$ cat src/rtl/cjmcu1401_line_capture.sv
// CJMCU-1401 receive path: SI/trigger-driven ADC capture into a ping-pong line
// buffer, with completed lines streamed out over ready/valid.
module cjmcu1401_line_capture #(
  parameter int NUMBER_OF_PIXEL  = 128,
  parameter int ADC_WIDTH        = 12,
  parameter int ADC_TIMEOUT_NCLK = 60
) (
  input  logic                 master_clock,
  input  logic                 master_reset,
  input  logic                 cjmcu1401_si,
  input  logic                 sample_capture_trigger,
  output logic                 adc_start,
  input  logic                 adc_done,
  input  logic [ADC_WIDTH-1:0] adc_data,
  output logic [ADC_WIDTH-1:0] m_tdata,
  output logic                 m_tvalid,
  input  logic                 m_tready,
  output logic                 m_tuser,
  output logic                 m_tlast,
  output logic                 line_dropped,
  output logic                 short_line,
  output logic                 sample_miss,
  input  logic                 err_clear
);

  localparam int PIX_W  = $clog2(NUMBER_OF_PIXEL);
  localparam int ADDR_W = PIX_W + 1;
  localparam int TMO_W  = $clog2(ADC_TIMEOUT_NCLK + 1);
  localparam logic [PIX_W-1:0] LAST_PIX = PIX_W'(NUMBER_OF_PIXEL - 1);
  localparam logic [TMO_W-1:0] TMO_LOAD = TMO_W'(ADC_TIMEOUT_NCLK - 1);

  typedef enum logic [1:0] {IDLE, WAIT_TRIG, CONVERT, STORE} state_t;

  state_t             state_q, state_d;
  logic [PIX_W-1:0]   pix_idx_q, pix_idx_d;
  logic [TMO_W-1:0]   tmo_q, tmo_d;
  logic               si_q;
  logic               wbuf_q, wbuf_d;
  logic               line_keep_q, line_keep_d;
  logic [1:0]         full_q, full_d;
  logic               adc_start_q, adc_start_d;
  logic               line_dropped_q, line_dropped_d;
  logic               short_line_q, short_line_d;
  logic               sample_miss_q, sample_miss_d;
  logic               rbuf_q, rbuf_d;
  logic [PIX_W-1:0]   rd_idx_q, rd_idx_d;
  logic               m_tvalid_q, m_tvalid_d;
  logic [ADC_WIDTH-1:0] rd_data_q;

  logic [ADC_WIDTH-1:0] mem_q [2*NUMBER_OF_PIXEL];
  logic                 mem_we;
  logic [ADC_WIDTH-1:0] mem_wdata;
  logic [ADDR_W-1:0]    mem_waddr;
  logic [ADDR_W-1:0]    rd_addr;

  logic si_rise, commit, release_buf, accept;
  logic drop_evt, short_evt, miss_evt;

  assign si_rise   = cjmcu1401_si & ~si_q;
  assign mem_waddr = {wbuf_q, pix_idx_q};

  // A line whose target buffer is still occupied at SI time is captured
  // without writing RAM and dropped at its last pixel.
  always_comb begin
    state_d     = state_q;
    pix_idx_d   = pix_idx_q;
    tmo_d       = tmo_q;
    wbuf_d      = wbuf_q;
    line_keep_d = line_keep_q;
    adc_start_d = 1'b0;
    commit      = 1'b0;
    drop_evt    = 1'b0;
    short_evt   = 1'b0;
    miss_evt    = 1'b0;
    mem_we      = 1'b0;
    mem_wdata   = '0;
    if (si_rise) begin
      pix_idx_d   = '0;
      state_d     = WAIT_TRIG;
      line_keep_d = ~full_q[wbuf_q];
      short_evt   = (state_q != IDLE);
    end else begin
      case (state_q)
        IDLE: ;
        WAIT_TRIG: begin
          if (sample_capture_trigger) begin
            adc_start_d = 1'b1;
            tmo_d       = TMO_LOAD;
            state_d     = CONVERT;
          end
        end
        CONVERT: begin
          if (sample_capture_trigger) miss_evt = 1'b1;
          if (adc_done) begin
            mem_we    = line_keep_q;
            mem_wdata = adc_data;
            state_d   = STORE;
          end else if (tmo_q == '0) begin
            mem_we    = line_keep_q;
            miss_evt  = 1'b1;
            state_d   = STORE;
          end else begin
            tmo_d = tmo_q - TMO_W'(1);
          end
        end
        STORE: begin
          if (pix_idx_q == LAST_PIX) begin
            pix_idx_d = '0;
            state_d   = IDLE;
            if (line_keep_q) begin
              commit = 1'b1;
              wbuf_d = ~wbuf_q;
            end else begin
              drop_evt = 1'b1;
            end
          end else begin
            pix_idx_d = pix_idx_q + PIX_W'(1);
            state_d   = WAIT_TRIG;
          end
        end
        default: state_d = IDLE;
      endcase
    end
  end

  // Address is taken from the next-cycle index so the registered RAM output
  // lines up with m_tvalid and simply re-reads the same word while stalled.
  always_comb begin
    accept      = m_tvalid_q & m_tready;
    rd_idx_d    = rd_idx_q;
    rbuf_d      = rbuf_q;
    m_tvalid_d  = m_tvalid_q;
    release_buf = 1'b0;
    if (!m_tvalid_q) begin
      if (full_q[rbuf_q]) begin
        m_tvalid_d = 1'b1;
        rd_idx_d   = '0;
      end
    end else if (accept) begin
      if (rd_idx_q == LAST_PIX) begin
        m_tvalid_d  = 1'b0;
        release_buf = 1'b1;
        rbuf_d      = ~rbuf_q;
      end else begin
        rd_idx_d = rd_idx_q + PIX_W'(1);
      end
    end
    rd_addr = {rbuf_q, rd_idx_d};
  end

  always_comb begin
    full_d = full_q;
    if (commit)      full_d[wbuf_q] = 1'b1;
    if (release_buf) full_d[rbuf_q] = 1'b0;
    line_dropped_d = (line_dropped_q & ~err_clear) | drop_evt;
    short_line_d   = (short_line_q & ~err_clear) | short_evt;
    sample_miss_d  = (sample_miss_q & ~err_clear) | miss_evt;
  end

  always_ff @(posedge master_clock) begin
    if (master_reset) begin
      state_q        <= IDLE;
      pix_idx_q      <= '0;
      tmo_q          <= '0;
      si_q           <= 1'b0;
      wbuf_q         <= 1'b0;
      line_keep_q    <= 1'b0;
      full_q         <= '0;
      adc_start_q    <= 1'b0;
      line_dropped_q <= 1'b0;
      short_line_q   <= 1'b0;
      sample_miss_q  <= 1'b0;
      rbuf_q         <= 1'b0;
      rd_idx_q       <= '0;
      m_tvalid_q     <= 1'b0;
      rd_data_q      <= '0;
    end else begin
      state_q        <= state_d;
      pix_idx_q      <= pix_idx_d;
      tmo_q          <= tmo_d;
      si_q           <= cjmcu1401_si;
      wbuf_q         <= wbuf_d;
      line_keep_q    <= line_keep_d;
      full_q         <= full_d;
      adc_start_q    <= adc_start_d;
      line_dropped_q <= line_dropped_d;
      short_line_q   <= short_line_d;
      sample_miss_q  <= sample_miss_d;
      rbuf_q         <= rbuf_d;
      rd_idx_q       <= rd_idx_d;
      m_tvalid_q     <= m_tvalid_d;
      rd_data_q      <= mem_q[rd_addr];
    end
  end

  always_ff @(posedge master_clock) begin
    if (mem_we && !master_reset) mem_q[mem_waddr] <= mem_wdata;
  end

  assign adc_start    = adc_start_q;
  assign m_tdata      = rd_data_q;
  assign m_tvalid     = m_tvalid_q;
  assign m_tuser      = m_tvalid_q & (rd_idx_q == '0);
  assign m_tlast      = m_tvalid_q & (rd_idx_q == LAST_PIX);
  assign line_dropped = line_dropped_q;
  assign short_line   = short_line_q;
  assign sample_miss  = sample_miss_q;

endmodule
$ cat config.mk
export PLATFORM = sky130hd
export DESIGN_NAME = cjmcu1401_line_capture
export DESIGN_NICKNAME = d
export VERILOG_FILES = /design/src/rtl/cjmcu1401_line_capture.sv
export SDC_FILE = /design/constraint.sdc
export NUM_CORES = 2
export LEC_CHECK = 0
export CORE_AREA = 2 2 498 500
export DETAILED_ROUTE_END_ITERATION = 8
export DIE_AREA = 0 0 500 502
export GPL_ROUTABILITY_DRIVEN = 0
export PLACE_DENSITY_LB_ADDON = 0.15
export SYNTH_ARGS = -nofsm -noshare
export SYNTH_HDL_FRONTEND = slang
export SYNTH_SLANG_ARGS = --single-unit
$ cat constraint.sdc
create_clock -name master_clock -period 15.4 [get_ports master_clock]
set_clock_uncertainty 0.1 [all_clocks]
set_input_delay 3.85 -clock master_clock [delete_from_list [all_inputs] [get_ports master_clock]]
set_output_delay 3.85 -clock master_clock [all_outputs]
set_load 0.005 [all_outputs]
After elaboration in Yosys (flattened, before gate mapping)
Memory sizes are Yosys's and may differ from the RTL's. A register that Yosys moved wholly into a read port is not among the register bits.
Index checks and enable logic that the tools add are counted.
- equality and inequality tests: 11
- bitwise gates (word level): 20
- order comparisons: 4
- mux-type cells: 55
- add/sub/neg operators: 3
- reduce and logical (&&, ||, !) cells: 17
- operator list (operator ; number):
    $mux W12 ; 3
    $mux W1 ; 35
    $mux W7 ; 5
    $mux W6 ; 3
    $add A7 B1 Y7 const B ; 2
    $eq A7 B7 Y1 const B ; 2
    $pmux W6 S2 ; 1
    $mux W2 ; 5
    $reduce_and A3 Y1 ; 3
    $and A1 B1 Y1 ; 7
    $logic_not A7 Y1 ; 1
    $not A1 Y1 ; 7
    $logic_not A6 Y1 ; 1
    $ne A2 B2 Y1 const B ; 3
    $ne A3 B3 Y1 const B ; 2
    $pmux W2 S3 ; 1
    $sub A6 B1 Y6 const B ; 1
    $reduce_and A5 Y1 ; 1
    $eq A2 B2 Y1 const B ; 2
    $lt A1 B2 Y1 const B ; 2
    $ne A4 B4 Y1 const B ; 1
    $reduce_and A4 Y1 ; 1
    $reduce_bool A2 Y1 ; 2
    $reduce_bool A4 Y1 ; 1
    12 further kinds ; 18
- memories: 1
- register bits after elaboration: 33
- RAM bits: 3072
- input port bits: 19
- memories (memory ; depth ; bits a word ; read ports ; clocked after memory_dff ; write ports ; RTL line ; text):
    mem_q ; 256 ; 12 ; 1 ; 1 ; 1 ; 50 ; logic [ADC_WIDTH-1:0] mem_q [2*NUMBER_OF_PIXEL];

Logic depth before layout (Yosys ltp)
- depth after elaboration: 8
- gate-level depth with buffers: 18
- depth with buffers taken out: 12

Worst setup path before layout
No wires, ideal clock.
- path type: input to register
- start point: input port cjmcu1401_si
- end point: memory mem_q[0][10], data pin
- data arrival time: 7675 ps
- data required time: 14430 ps
- stages on the path: 4
- setup slack: 6755 ps
- path through: nand2b_1 and3_1 clkbuf_1 and2_1
- longest elaborated chain between the ends: 2
- RTL lines (item ; RTL line ; text):
    start: declaration ; 10 ; input logic cjmcu1401_si,
    $and A1 B1 Y1 ; 59 ; assign si_rise = cjmcu1401_si & ~si_q;
    $mux W12 ; 77 ; if (si_rise) begin
    net mem_wdata[10] ; 52 ; logic [ADC_WIDTH-1:0] mem_wdata;
    end: declaration ; 50 ;
The timed path passes the listed nets, and every way through them passes these cells.

Worst setup path after layout
- start point: input port m_tready
- end point: register rd_data_q[9], in the netlist m_tdata[9], read port of mem_q
- longest elaborated chain between the ends: 3
- RTL lines (item ; RTL line ; text):
    start: declaration ; 17 ; input logic m_tready,
    $and A1 B1 Y1 ; 129 ; accept = m_tvalid_q & m_tready;
    $mux W7 ; 139 ; end else if (accept) begin
    $mux W7 ; 134 ; if (!m_tvalid_q) begin
    end: declaration ; 48 ; logic [ADC_WIDTH-1:0] rd_data_q;
Every way passes these cells.
A chain may end at the register's enable or synchronous reset.

==> impl_metrics.ini <==
[grt]
grt_pass1_wl_um = 548000
grt_max_degree = 209
grt_pass1_vias = 70600
antenna_found_initial = 21
grt_usage_pct = 30.9
overflow = 0

[floorplanning]
fp-row-count = 182
core_um2 = 245000
ios = 38
die_y_um = 502
initial_core_util_pct = 49.9
die_x_um = 500
die_area_um2 = 251000

[clock_tree]
cts_inserted_buffers = 333
clkSinkCount = 3117
cts.hold.buffers_added = 0
cts-resized-gates = 0
clock_path_buffers = 4
htreeDepth = 5
cts_root_buf = clkbuf_16
tritoncts = done
cts_setup_buffers = 0
clkLatencyLatePin_ns = 0.99
clk_pin_slew_ns = 0.06

[synth]
yosys_warnings = 0
synth_top_area_cell = edfxtp_1
syn-cell-area_um2 = 122000
ys_seq_elements = 3117
synthArstFlopShare_pct = 0
syn-mean-instance-area_um2 = 15.2
synth_edf_count = 3072
ys_types = 77
syn_inst = 8028
syn_nets = 8060
synthTopCellsByArea = edfxtp_1 (75%), nand2_1 (5.3%), mux4_2 (4.6%)
synth_flop_cell = edfxtp_1
yosysSeqAreaShare_pct = 76.1
yosysTopAreaCellShare_pct = 75.4

[setup_path]
r2r-end = m_tdata[9]
crit_required_ns = 16.09
end_kind = flop
crit_slowest_cell = o41ai_1
arrival_ns = 10.42
crit_buf_inv = 3
crit_type = input port to flop
path_cells = clkdlybuf4s50_1 -> nand2_1 -> a21oi_2 -> o21a_4 -> buf_12 -> buf_4 -> mux4_2 -> a22oi_1 -> nand3_1 -> and3_1 -> o41ai_1 -> o211ai_1
reg2reg_slack_ns = 8.41
critical-path-top-delay-family = compound AO/OA/AOI/OAI gates
critPathMaxFanout = 110
reg2regPathDepth = 14
worstReg2RegStart = rd_idx_q[0]
crit_path_start_kind = input port
slowest_delay_ns = 1.18

[sta]
min_period_ns = 9.73
finalSetupTns_ns = 0
maxSlewHeadroom_pct = -11.1
finalSetupViolCount = 0
rsz0062_at_grt = false
period_share_pct = 63.2
slew_viol_final = 178
fmax_mhz = 103
worst_slew_pin_slew_ns = 1.67
hold_viol = 0
setup_ws_ns = 5.67
hold_slack_ns = 0.363

[finish]
fill_cells = 19000
drive_above_1_share_pct = 13.8
nNetsFinal = 8309
final_cell_mix = edfxtp_1 (3072), nand2_1 (1722), nand3_1 (639), buf_4 (352), clkbuf_16 (339)
final_common_cell = edfxtp_1
finish.utilization_pct = 56.2
syn2layout_area_growth_pct = 12.6

[drt]
drtPass1Iterations = 8
ant_nets = 0
via_per_inst = 6.40
top_layer = met5
wl_met3_um = 46200
drtIter0Drc = 11800
num_vias = 75300
drt_wl_total_um = 391000
m1WireLength_um = 152000
drc = 0
dr_wl_met2_um = 174000
wl_per_cell_um = 33.3

[power]
power.total_mw = 17.0
ir_worst_vdd_mv = 0.0990
power.density_nw_per_um2 = 123
p_leak_nw = 42.8

[placed_design]
portBuffers = 37
post-dp-hpwl_um = 231000
dp_slack_ns = 4.81

[hold_path]
hold_end = sample_miss
hp-start = sample_miss
hold_path_class = flop to flop
min_path_cells = 2

[job]
cap_violations = 2

[status]
outcome = finished with violations
violations = capacitance limit, slew limit
[logic make-up after synthesis]
kind of cell             count (synthesis)  share of synthesized area, %
multiplexers                           436                          6.12
buffers and inverters                  509                          2.18
AND/OR/NAND/NOR                       3038                          10.5
AO/OA/AOI/OAI                          902                          4.83
flip-flops                            3117                          76.1
adder cells (fa/ha/maj)                 13                         0.133
XOR/XNOR                                13                        0.0930
[how the worst max path moves through the flow]
stage | to | cells past startpoint | start
after detailed placement | m_tdata[9] | 12 | m_tready
after floorplan | mem_q[0][10] | 4 | cjmcu1401_si
after global placement | m_tdata[9] | 12 | m_tready
final | m_tdata[9] | 12 | m_tready
after global routing | m_tdata[9] | 12 | m_tready
after CTS | m_tdata[9] | 12 | m_tready
[metal layers]
layer | vias up | GRT usage, %
li1 | 31200 | -
met1 | 38600 | 43.9
met2 | 4726 | 45.6
met3 | 767 | 7.52
met4 | 12 | 13.5
met5 | - | 0
[registers in the layout (all words and copies together) (netlist names)]
| name | cells |
|---|---|
| adc_start | 1 |
| full_q | 2 |
| line_dropped | 1 |
| line_keep_q | 1 |
| m_tdata | 12 |
| m_tvalid | 1 |
| mem_q | 3072 |
| pix_idx_q | 7 |
| rbuf_q | 1 |
| rd_idx_q | 7 |
| sample_miss | 1 |
| short_line | 1 |
| si_q | 1 |
| state_q | 2 |
| tmo_q | 6 |
| wbuf_q | 1 |
[through the flow]
stage / area (µm²) / instances
finish: 138000 / 11800
global route: 138000 / 11800
CTS: 138000 / 11800
detailed placement: 128000 / 11200
global placement: 128000 / 11200
floorplan: 122000 / 8028
[tightest hold or removal path: stages, from the launching register on]
cell     delay, ns
dfxtp_1       0.31
nand2_1       0.06
a21oi_1       0.05
[final cells by class]
type                            count  area, µm²  share of cell area [%]
Antenna cell                        9       22.5                  0.0163
Timing Repair Buffer              411       3440                    2.49
Sequential cell                  3117      93100                    67.6
Clock buffer                      423       8890                    6.45
Clock inverter                    166       1270                   0.919
Multi-Input combinational cell   4402      27000                    19.6
Inverter                           12       45.0                  0.0327
Tap cell                         3220       4030                    2.92
[power breakdown]
part / leakage [nW] / switching (mW) / internal (mW)
clock network: 4.98 / 3.24 / 4.37
registers: 23.3 / 0.0101 / 9.23
logic: 14.5 / 0.0917 / 0.0251
[synthesized netlist by cell type, types with 81 or more instances]
master and count:
a21oi_1 315, a22oi_1 85, a31oi_1 112, and3_1 81, buf_2 165, clkbuf_1 192
edfxtp_1 3072, mux2i_1 181, mux4_2 249, nand2_1 1738, nand3_1 645, nor2_1 372
Note: power is estimated with default switching activity, not from simulation.
